[config.mk]
export PLATFORM = sky130hd
export DESIGN_NAME = redirect_ctrl_flat
export DESIGN_NICKNAME = d
export VERILOG_FILES = /design/src/rtl/redirect_ctrl_if.sv /design/src/rtl/redirect_ctrl.sv /design/src/flat_wrapper.sv
export SDC_FILE = /design/constraint.sdc
export NUM_CORES = 1
export LEC_CHECK = 0
export CAP_MARGIN = 20
export CORE_AREA = 4 4 156 233
export CTS_BUF_LIST = sky130_fd_sc_hd__clkbuf_8 sky130_fd_sc_hd__clkbuf_16
export CTS_CLUSTER_SIZE = 8
export DETAILED_ROUTE_END_ITERATION = 16
export DIE_AREA = 0 0 160 237
export PLACE_DENSITY_LB_ADDON = 0.05
export SLEW_MARGIN = 25
export SYNTH_ARGS = -nofsm -noshare
export SYNTH_HDL_FRONTEND = slang
export SYNTH_SLANG_ARGS = --single-unit
[constraint.sdc]
create_clock -name clk -period 4.8 [get_ports clk]
set_input_delay 1.2 -clock clk [delete_from_list [all_inputs] [get_ports clk]]
set_output_delay 1.2 -clock clk [all_outputs]
set_load 0.02 [all_outputs]
[src/rtl/redirect_ctrl_if.sv]
// Redirect controller port bundle: EX branch outcomes, exception redirect, IFU redirect
// handshake and predictor-update stream.
interface redirect_ctrl_if #(
  parameter int ADDR_W = 32
);
  logic              ex0_valid;
  logic              ex0_is_jmp;
  logic              ex0_flush_req;
  logic              ex0_act_taken;
  logic [ADDR_W-1:0] ex0_act_target;
  logic [ADDR_W-1:0] ex0_pc;
  logic              ex1_valid;
  logic              ex1_is_jmp;
  logic              ex1_flush_req;
  logic              ex1_act_taken;
  logic [ADDR_W-1:0] ex1_act_target;
  logic [ADDR_W-1:0] ex1_pc;
  logic              exc_valid;
  logic [ADDR_W-1:0] exc_target;
  logic              ifu_redir_ready;
  logic              redir_valid;
  logic [ADDR_W-1:0] redir_pc;
  logic              flush_front;
  logic              flush_ex1;
  logic              ex_stall;
  logic              bp_upd_valid;
  logic              bp_upd_ready;
  logic [ADDR_W-1:0] bp_upd_pc;
  logic [ADDR_W-1:0] bp_upd_target;
  logic              bp_upd_taken;

  modport slave (
    input  ex0_valid, ex0_is_jmp, ex0_flush_req, ex0_act_taken, ex0_act_target, ex0_pc,
    input  ex1_valid, ex1_is_jmp, ex1_flush_req, ex1_act_taken, ex1_act_target, ex1_pc,
    input  exc_valid, exc_target, ifu_redir_ready, bp_upd_ready,
    output redir_valid, redir_pc, flush_front, flush_ex1, ex_stall,
    output bp_upd_valid, bp_upd_pc, bp_upd_target, bp_upd_taken
  );

  modport master (
    output ex0_valid, ex0_is_jmp, ex0_flush_req, ex0_act_taken, ex0_act_target, ex0_pc,
    output ex1_valid, ex1_is_jmp, ex1_flush_req, ex1_act_taken, ex1_act_target, ex1_pc,
    output exc_valid, exc_target, ifu_redir_ready, bp_upd_ready,
    input  redir_valid, redir_pc, flush_front, flush_ex1, ex_stall,
    input  bp_upd_valid, bp_upd_pc, bp_upd_target, bp_upd_taken
  );
endinterface

[src/rtl/redirect_ctrl.sv]
// Front-end redirect arbiter (exc > slot0 > slot1) with 1-cycle redirect latency, held until IFU ready;
// predictor updates queued in a dual-push FIFO; EX stalls while a redirect is held or FIFO has < 2 free slots.
module redirect_ctrl #(
  parameter int UPD_DEPTH = 4,
  parameter int ADDR_W    = 32
) (
  input logic            clk,
  input logic            rst_n,
  redirect_ctrl_if.slave ctrl_io
);

  localparam int PW = $clog2(UPD_DEPTH);
  localparam int CW = PW + 1;

  typedef enum logic {IDLE, HOLD} state_e;

  typedef struct packed {
    logic [ADDR_W-1:0] pc;
    logic              taken;
    logic [ADDR_W-1:0] target;
  } upd_rec_t;

  state_e            state_q, state_d;
  logic [ADDR_W-1:0] redir_pc_q, redir_pc_d;
  upd_rec_t          mem_q [UPD_DEPTH];
  logic [PW-1:0]     wr_ptr_q, wr_ptr_d, rd_ptr_q, rd_ptr_d, wa1;
  logic [CW-1:0]     cnt_q, cnt_d;

  logic              stall, live, m0, m1, sel_exc, sel_any;
  logic              push0, push1, pop;
  logic [ADDR_W-1:0] tgt0, tgt1, sel_tgt;
  upd_rec_t          rec0, rec1;

  // Stall uses the registered count only, so a same-cycle pop never releases EX early.
  assign stall   = rst_n & ((state_q == HOLD) | (cnt_q > CW'(UPD_DEPTH - 2)));
  assign live    = rst_n & ~stall;
  assign m0      = live & ctrl_io.ex0_valid & ctrl_io.ex0_is_jmp & ctrl_io.ex0_flush_req;
  assign m1      = live & ctrl_io.ex1_valid & ctrl_io.ex1_is_jmp & ctrl_io.ex1_flush_req & ~m0;
  assign sel_exc = rst_n & ctrl_io.exc_valid;
  assign sel_any = sel_exc | m0 | m1;

  // Not-taken fall-through skips the delay slot.
  assign tgt0 = ctrl_io.ex0_act_taken ? ctrl_io.ex0_act_target : ctrl_io.ex0_pc + ADDR_W'(8);
  assign tgt1 = ctrl_io.ex1_act_taken ? ctrl_io.ex1_act_target : ctrl_io.ex1_pc + ADDR_W'(8);

  always_comb begin
    sel_tgt = tgt1;
    if (sel_exc) begin
      sel_tgt = ctrl_io.exc_target;
    end else if (m0) begin
      sel_tgt = tgt0;
    end
  end

  assign ctrl_io.flush_front = sel_any;
  assign ctrl_io.flush_ex1   = sel_exc | m0;
  assign ctrl_io.ex_stall    = stall;

  always_comb begin
    state_d    = state_q;
    redir_pc_d = redir_pc_q;
    if (sel_any) begin
      state_d    = HOLD;
      redir_pc_d = sel_tgt;
    end else if ((state_q == HOLD) && ctrl_io.ifu_redir_ready) begin
      state_d = IDLE;
    end
  end

  always_ff @(posedge clk) begin
    if (!rst_n) begin
      state_q    <= IDLE;
      redir_pc_q <= '0;
    end else begin
      state_q    <= state_d;
      redir_pc_q <= redir_pc_d;
    end
  end

  assign ctrl_io.redir_valid = (state_q == HOLD);
  assign ctrl_io.redir_pc    = redir_pc_q;

  // An exception kills both slots; a slot-0 mispredict kills slot 1.
  assign push0 = live & ctrl_io.ex0_valid & ctrl_io.ex0_is_jmp & ~sel_exc;
  assign push1 = live & ctrl_io.ex1_valid & ctrl_io.ex1_is_jmp & ~m0 & ~sel_exc;
  assign pop   = (cnt_q != '0) & ctrl_io.bp_upd_ready;

  assign rec0 = '{pc: ctrl_io.ex0_pc, taken: ctrl_io.ex0_act_taken, target: ctrl_io.ex0_act_target};
  assign rec1 = '{pc: ctrl_io.ex1_pc, taken: ctrl_io.ex1_act_taken, target: ctrl_io.ex1_act_target};
  assign wa1  = push0 ? wr_ptr_q + PW'(1) : wr_ptr_q;

  assign wr_ptr_d = wr_ptr_q + PW'(push0) + PW'(push1);
  assign rd_ptr_d = rd_ptr_q + PW'(pop);
  assign cnt_d    = cnt_q + CW'(push0) + CW'(push1) - CW'(pop);

  always_ff @(posedge clk) begin
    if (!rst_n) begin
      wr_ptr_q <= '0;
      rd_ptr_q <= '0;
      cnt_q    <= '0;
    end else begin
      wr_ptr_q <= wr_ptr_d;
      rd_ptr_q <= rd_ptr_d;
      cnt_q    <= cnt_d;
    end
  end

  always_ff @(posedge clk) begin
    if (push0) begin
      mem_q[wr_ptr_q] <= rec0;
    end
    if (push1) begin
      mem_q[wa1] <= rec1;
    end
  end

  assign ctrl_io.bp_upd_valid  = (cnt_q != '0);
  assign ctrl_io.bp_upd_pc     = mem_q[rd_ptr_q].pc;
  assign ctrl_io.bp_upd_taken  = mem_q[rd_ptr_q].taken;
  assign ctrl_io.bp_upd_target = mem_q[rd_ptr_q].target;

endmodule

[src/flat_wrapper.sv]
// flat-port wrapper written by rule: the top's interface ports become plain ports
module redirect_ctrl_flat 
#(
  parameter int UPD_DEPTH = 4,
  parameter int ADDR_W    = 32
)
  (clk, rst_n, ctrl_io_ex0_valid, ctrl_io_ex0_is_jmp, ctrl_io_ex0_flush_req, ctrl_io_ex0_act_taken, ctrl_io_ex0_act_target, ctrl_io_ex0_pc, ctrl_io_ex1_valid, ctrl_io_ex1_is_jmp, ctrl_io_ex1_flush_req, ctrl_io_ex1_act_taken, ctrl_io_ex1_act_target, ctrl_io_ex1_pc, ctrl_io_exc_valid, ctrl_io_exc_target, ctrl_io_ifu_redir_ready, ctrl_io_bp_upd_ready, ctrl_io_redir_valid, ctrl_io_redir_pc, ctrl_io_flush_front, ctrl_io_flush_ex1, ctrl_io_ex_stall, ctrl_io_bp_upd_valid, ctrl_io_bp_upd_pc, ctrl_io_bp_upd_target, ctrl_io_bp_upd_taken);
  redirect_ctrl_if #(.ADDR_W(ADDR_W)) ctrl_io_i ();
  input logic clk;
  input logic rst_n;
  input wire logic [$bits(ctrl_io_i.ex0_valid)-1:0] ctrl_io_ex0_valid;
  input wire logic [$bits(ctrl_io_i.ex0_is_jmp)-1:0] ctrl_io_ex0_is_jmp;
  input wire logic [$bits(ctrl_io_i.ex0_flush_req)-1:0] ctrl_io_ex0_flush_req;
  input wire logic [$bits(ctrl_io_i.ex0_act_taken)-1:0] ctrl_io_ex0_act_taken;
  input wire logic [$bits(ctrl_io_i.ex0_act_target)-1:0] ctrl_io_ex0_act_target;
  input wire logic [$bits(ctrl_io_i.ex0_pc)-1:0] ctrl_io_ex0_pc;
  input wire logic [$bits(ctrl_io_i.ex1_valid)-1:0] ctrl_io_ex1_valid;
  input wire logic [$bits(ctrl_io_i.ex1_is_jmp)-1:0] ctrl_io_ex1_is_jmp;
  input wire logic [$bits(ctrl_io_i.ex1_flush_req)-1:0] ctrl_io_ex1_flush_req;
  input wire logic [$bits(ctrl_io_i.ex1_act_taken)-1:0] ctrl_io_ex1_act_taken;
  input wire logic [$bits(ctrl_io_i.ex1_act_target)-1:0] ctrl_io_ex1_act_target;
  input wire logic [$bits(ctrl_io_i.ex1_pc)-1:0] ctrl_io_ex1_pc;
  input wire logic [$bits(ctrl_io_i.exc_valid)-1:0] ctrl_io_exc_valid;
  input wire logic [$bits(ctrl_io_i.exc_target)-1:0] ctrl_io_exc_target;
  input wire logic [$bits(ctrl_io_i.ifu_redir_ready)-1:0] ctrl_io_ifu_redir_ready;
  input wire logic [$bits(ctrl_io_i.bp_upd_ready)-1:0] ctrl_io_bp_upd_ready;
  output wire logic [$bits(ctrl_io_i.redir_valid)-1:0] ctrl_io_redir_valid;
  output wire logic [$bits(ctrl_io_i.redir_pc)-1:0] ctrl_io_redir_pc;
  output wire logic [$bits(ctrl_io_i.flush_front)-1:0] ctrl_io_flush_front;
  output wire logic [$bits(ctrl_io_i.flush_ex1)-1:0] ctrl_io_flush_ex1;
  output wire logic [$bits(ctrl_io_i.ex_stall)-1:0] ctrl_io_ex_stall;
  output wire logic [$bits(ctrl_io_i.bp_upd_valid)-1:0] ctrl_io_bp_upd_valid;
  output wire logic [$bits(ctrl_io_i.bp_upd_pc)-1:0] ctrl_io_bp_upd_pc;
  output wire logic [$bits(ctrl_io_i.bp_upd_target)-1:0] ctrl_io_bp_upd_target;
  output wire logic [$bits(ctrl_io_i.bp_upd_taken)-1:0] ctrl_io_bp_upd_taken;
  assign ctrl_io_i.ex0_valid = ctrl_io_ex0_valid;
  assign ctrl_io_i.ex0_is_jmp = ctrl_io_ex0_is_jmp;
  assign ctrl_io_i.ex0_flush_req = ctrl_io_ex0_flush_req;
  assign ctrl_io_i.ex0_act_taken = ctrl_io_ex0_act_taken;
  assign ctrl_io_i.ex0_act_target = ctrl_io_ex0_act_target;
  assign ctrl_io_i.ex0_pc = ctrl_io_ex0_pc;
  assign ctrl_io_i.ex1_valid = ctrl_io_ex1_valid;
  assign ctrl_io_i.ex1_is_jmp = ctrl_io_ex1_is_jmp;
  assign ctrl_io_i.ex1_flush_req = ctrl_io_ex1_flush_req;
  assign ctrl_io_i.ex1_act_taken = ctrl_io_ex1_act_taken;
  assign ctrl_io_i.ex1_act_target = ctrl_io_ex1_act_target;
  assign ctrl_io_i.ex1_pc = ctrl_io_ex1_pc;
  assign ctrl_io_i.exc_valid = ctrl_io_exc_valid;
  assign ctrl_io_i.exc_target = ctrl_io_exc_target;
  assign ctrl_io_i.ifu_redir_ready = ctrl_io_ifu_redir_ready;
  assign ctrl_io_i.bp_upd_ready = ctrl_io_bp_upd_ready;
  assign ctrl_io_redir_valid = ctrl_io_i.redir_valid;
  assign ctrl_io_redir_pc = ctrl_io_i.redir_pc;
  assign ctrl_io_flush_front = ctrl_io_i.flush_front;
  assign ctrl_io_flush_ex1 = ctrl_io_i.flush_ex1;
  assign ctrl_io_ex_stall = ctrl_io_i.ex_stall;
  assign ctrl_io_bp_upd_valid = ctrl_io_i.bp_upd_valid;
  assign ctrl_io_bp_upd_pc = ctrl_io_i.bp_upd_pc;
  assign ctrl_io_bp_upd_target = ctrl_io_i.bp_upd_target;
  assign ctrl_io_bp_upd_taken = ctrl_io_i.bp_upd_taken;
  redirect_ctrl #(.UPD_DEPTH(UPD_DEPTH), .ADDR_W(ADDR_W)) u_core (.clk(clk), .rst_n(rst_n), .ctrl_io(ctrl_io_i));
endmodule
# Word-level counts from Yosys, hierarchy flattened
# Memories as Yosys holds them, arrays and structs flattened. A register that Yosys moved wholly into a read port is not among the register bits.
# Index checks and enable logic that the tools add are counted.
# classes
addsub,9
multipliers,0
div_mod_pow,0
n_lt_le_gt_ge,1
n_eq_ne,0
shifts,0
n_mux,12
n_bitwise,20
reduce_logical,3
# op_table
operator,count
2-to-1 mux 32 bit,4
"adder 32 x 4 -> 32 bit, second input constant",2
AND 1 bit,14
adder 2 x 1 -> 2 bit,3
adder 3 x 1 -> 3 bit,2
2-to-1 mux 1 bit,6
2-to-1 mux 2 bit,2
"greater-than comparator 3 x 2 -> 1 bit, second input constant",1
NOT 1 bit,3
bitwise OR 1 bit,3
nonzero test 3 bit,1
subtractor 3 x 1 -> 3 bit,1
"adder 2 x 1 -> 2 bit, second input constant",1
nonzero test 2 bit,1
logical AND 1 bit,1
# totals
ff_bits,40
latchBits,0
ramBits,260
mem_bits_ro,0
input_bits,173
out_inout_bits,102
elab_cells,51
n_memories,1
# mem_list
name,depth,width,rd,rd_ports_with_merged_regs,wr,line,rtl
u_core.mem_q,4,65,1,1,2,redirect_ctrl.sv:25,upd_rec_t mem_q [UPD_DEPTH];

# Longest topological paths before layout
# logic_depth
depth_word,13
depth_mapped,12
depth_no_buf,11

# Worst setup path after synthesis
# No wires, ideal clock.
# synth_path
path_type,input-to-reg
start,in ctrl_io_exc_valid
end,mem u_core.mem_q[3][0] (netlist bit) (enable)
setup_ns,0.422
arrival_ns,4.236
required_time_ns,4.378
path_slack_ns,0.143
cell_stages,9
path_buffers,5
cell_sequence,clkbuf_1 and2_1 clkbuf_1 or4_1 clkbuf_1 a21oi_1 buf_4 buf_6 a21o_1
# synth_lines
item,line,rtl
"start, declared",flat_wrapper.sv:23,input wire logic [$bits(ctrl_io_i.exc_valid)-1:0] ctrl_io_exc_valid;
"end, declared",redirect_ctrl.sv:25,

# Worst setup path after layout
# layout_path
start,in ctrl_io_ex0_is_jmp
end,out ctrl_io_flush_ex1
# layout_between
elab_chain_len,3
# layout_rtl
item,line,rtl
"start, declared",flat_wrapper.sv:12,input wire logic [$bits(ctrl_io_i.ex0_is_jmp)-1:0] ctrl_io_ex0_is_jmp;
AND 1 bit (2 in series),redirect_ctrl.sv:37,assign m0 = live & ctrl_io.ex0_valid & ctrl_io.ex0_is_jmp & ctrl_io.ex0_flush_req;
bitwise OR 1 bit,redirect_ctrl.sv:56,assign ctrl_io.flush_ex1 = sel_exc | m0;
"end, declared",flat_wrapper.sv:30,output wire logic [$bits(ctrl_io_i.flush_ex1)-1:0] ctrl_io_flush_ex1;
# No other way between the ends.

==> results.toml <==
[cts]
post_cts_resized = 0
clock-root-buffer = "clkbuf_16"
cts.clk_slew.worst_paths_ns = 0.05
htreeDepth = 2
insertion_delay_ns = 0.56
post-cts-setup-buffer-count = 0
cts_tree = "built"
cts.hold.buffers_added = 0
cts_sinks = 300
numCtsBuffers = 43
clockBufferDepth = 3

[timing]
clock.fmax_mhz = 224
grt_setup_unrepaired = "false"
fin_skew_ns = 0.0238
tns_ns = 0
relSlewSlack_pct = 40.9
timing.final.crit_share_pct = 93.0
worst_slew_pin_slew_ns = 0.878
slew_viol_final = 0
hold_viol = 0
layout_min_cycle_time_ns = 4.47
setup_viol = 0

[final_layout]
fillers = 2795
fin_cells = 1969
fin_nets = 1689
area_delta_synth_final_pct = 27.2
drive_above_1_share_pct = 16.8

[worst_setup_path]
slowest_stage = "clkdlybuf4s50_1"
critPathLaunchType = "primary input"
path_cells = "clkdlybuf4s50_1 -> and3_1 -> o211a_1 -> and2_1 -> nor2_2 -> clkinv_1 -> clkdlybuf4s50_1"
crit_arrival_ns = 3.27
path_class = "in2out"
crit_path_end_kind = "output port"
crit_top_cell = "clkdlybuf4s50_1"
max_stage_delay_ns = 0.62
crit_path_max_fanout = 8
ff2ff_setup_slack_ns = 1.54
crit_required_ns = 3.60

[detailed_routing]
drt_iter0_drc = 1032
via_count = 12100
drt-total-wl_microns = 55100
vias_per_cell = 6.15
wl_per_cell_microns = 28.0
drtPass1Iterations = 5
post-route-drc-count = 0
antenna_left = 0

[job]
maxCapViolCount = 0

[global_route]
grt_pass1_vias = 12500
track_usage_pct = 28.5
gr-total-overflow = 0
grt_max_degree = 46
antenna_found_initial = 6
grt_pass1_wl_microns = 81200

[logic_synthesis]
synth-main-ff-cell = "edfxtp_1"
synth_cells = 1239
synth_seq_cells = 300
yosysWarnings = 0
yosys.area.top_type_share_pct = 46.9
async_flop_share_pct = 0
synth_seq_area_share_pct = 51.7
syn_area_sq_um = 16700
synth_nets = 1424
syn_area_per_cell_sq_um = 13.4
synth_top_area_cell = "edfxtp_1"
synth-edff-count = 260
yosysUniqueCellTypes = 62
netlist_top_cells_area = "edfxtp_1 47%, mux2_1 11%, mux4_2 8.8%"

[die]
start_util_pct = 48.6
dieArea_sq_um = 37900
core-area_sq_um = 34300
placementRows = 83
die-width_microns = 160
fp.dieH_microns = 237
io_pins = 275

[power]
p_leak_nw = 7.20
power.density_nw_per_um2 = 385
peakVddDrop_mv = 0.300

[placed_design]
gp_congestion = 0.904
hpwl_microns = 38000
placed_cells = 1884
io_buffer_count = 274

[status]
status = "complete, no violations"

[hold_path]
hold_path_class = "reg2reg"
-- sequential cells by signal, indices dropped and copies added (netlist names) --
signal / count
u_core.ctrl_io.redir_valid: 1
u_core.mem_q: 260
u_core.cnt_q: 3
u_core.rd_ptr_q: 2
u_core.ctrl_io.redir_pc: 32
u_core.wr_ptr_q: 2
-- synth_stat cells (16+ instances only) --
cell type	count
a21oi_1	32
buf_6	18
clkbuf_1	60
dfxtp_1	40
edfxtp_1	260
inv_1	24
mux2_1	169
mux2_2	84
mux2i_1	22
mux4_2	65
nand2_1	73
nand3_1	37
nand4_1	16
nor2_1	23
nor3_1	21
o211ai_1	20
o21ai_0	63
xnor2_1	30
xor2_1	21
-- critical path: cells and delay by family --
family	cells	cell delay [ns]
buffers and inverters	3	1.21
AO/OA/AOI/OAI	1	0.26
AND/OR/NAND/NOR	3	0.59
-- per-layer routing --
metal	routed length [microns]	vias up	GRT usage [%]
li1	-	5348	-
met1	21400	6124	35.8
met2	27800	521	48.4
met3	3780	118	5.26
met4	2230	0	12.6
met5	0	-	0
-- cells by family after synthesis --
logic type,Yosys count,synth area share (%)
multiplexers,340,27.2
AND/OR/NAND/NOR,241,7.44
flip-flops,300,51.7
XOR/XNOR,51,2.68
adder cells (fa/ha/maj),12,0.947
AO/OA/AOI/OAI,169,6.27
buffers and inverters,126,3.77
-- per-stage QoR --
stage          hold WS, ns  util (%)  cell area, sq um  setup slack, ns  power, W
2_1_floorplan        0.536         -             16700            0.143   0.00436
3_3_place_gp         0.446      58.1             19900            0.372   0.00539
3_5_place_dp         0.456      58.1             19900            0.348   0.00540
4_1_cts              0.463      61.8             21200            0.336   0.00823
5_1_grt              0.499      61.8             21200            0.225   0.00848
6_report             0.463      61.8             21200            0.334   0.00816
-- cell type report --
type                            instances  area (sq um)  share of cell area (%)
Clock buffer                           44          1100                    5.20
Timing Repair Buffer                  319          3200                    15.1
Tap cell                              425           532                    2.51
Multi-Input combinational cell        813          7460                    35.2
Antenna cell                            7          17.5                  0.0826
Inverter                               27           101                   0.478
Sequential cell                       300          8610                    40.6
Clock inverter                         34           171                   0.809
-- cell usage in the layout, fill, tap and decap left out, types with 5 or more instances in the layout --
cell type	Yosys	final
a21o_1	10	6
a21oi_1	32	30
a31oi_1	14	14
and2_1	12	12
and3_1	13	13
and4_1	9	9
buf_12	0	10
buf_4	2	35
clkbuf_16	0	44
clkdlybuf4s50_1	0	272
dfxtp_1	40	38
diode_2	0	7
edfxtp_1	260	260
ha_1	11	11
inv_1	24	55
mux2_1	169	169
mux2_2	84	84
mux2i_1	22	22
mux4_2	65	65
nand2_1	73	73
nand2b_1	7	7
nand3_1	37	37
nand4_1	16	16
nor2_1	23	23
nor2b_1	5	5
nor3_1	21	21
nor4_1	10	10
o211ai_1	20	20
o21ai_0	63	63
or3_1	6	6
xnor2_1	30	30
xor2_1	21	21
-- power by group --
group          internal [W]  switching [W]  total, W
sequential          0.00296      0.0000935   0.00305
combinational       0.00113        0.00116   0.00229
clock               0.00169        0.00113   0.00282
-- worst paths after layout --
kind,startpoint,to,depth (start not counted)
max reg2reg,u_core.cnt_q[1],u_core.mem_q[2][23],9
min reg2reg,u_core.ctrl_io.redir_pc[26],u_core.ctrl_io.redir_pc[26],2
min,u_core.ctrl_io.redir_pc[26],u_core.ctrl_io.redir_pc[26],2
max,ctrl_io_ex0_is_jmp,ctrl_io_flush_ex1,7
Power figures use the tool's default switching activity.
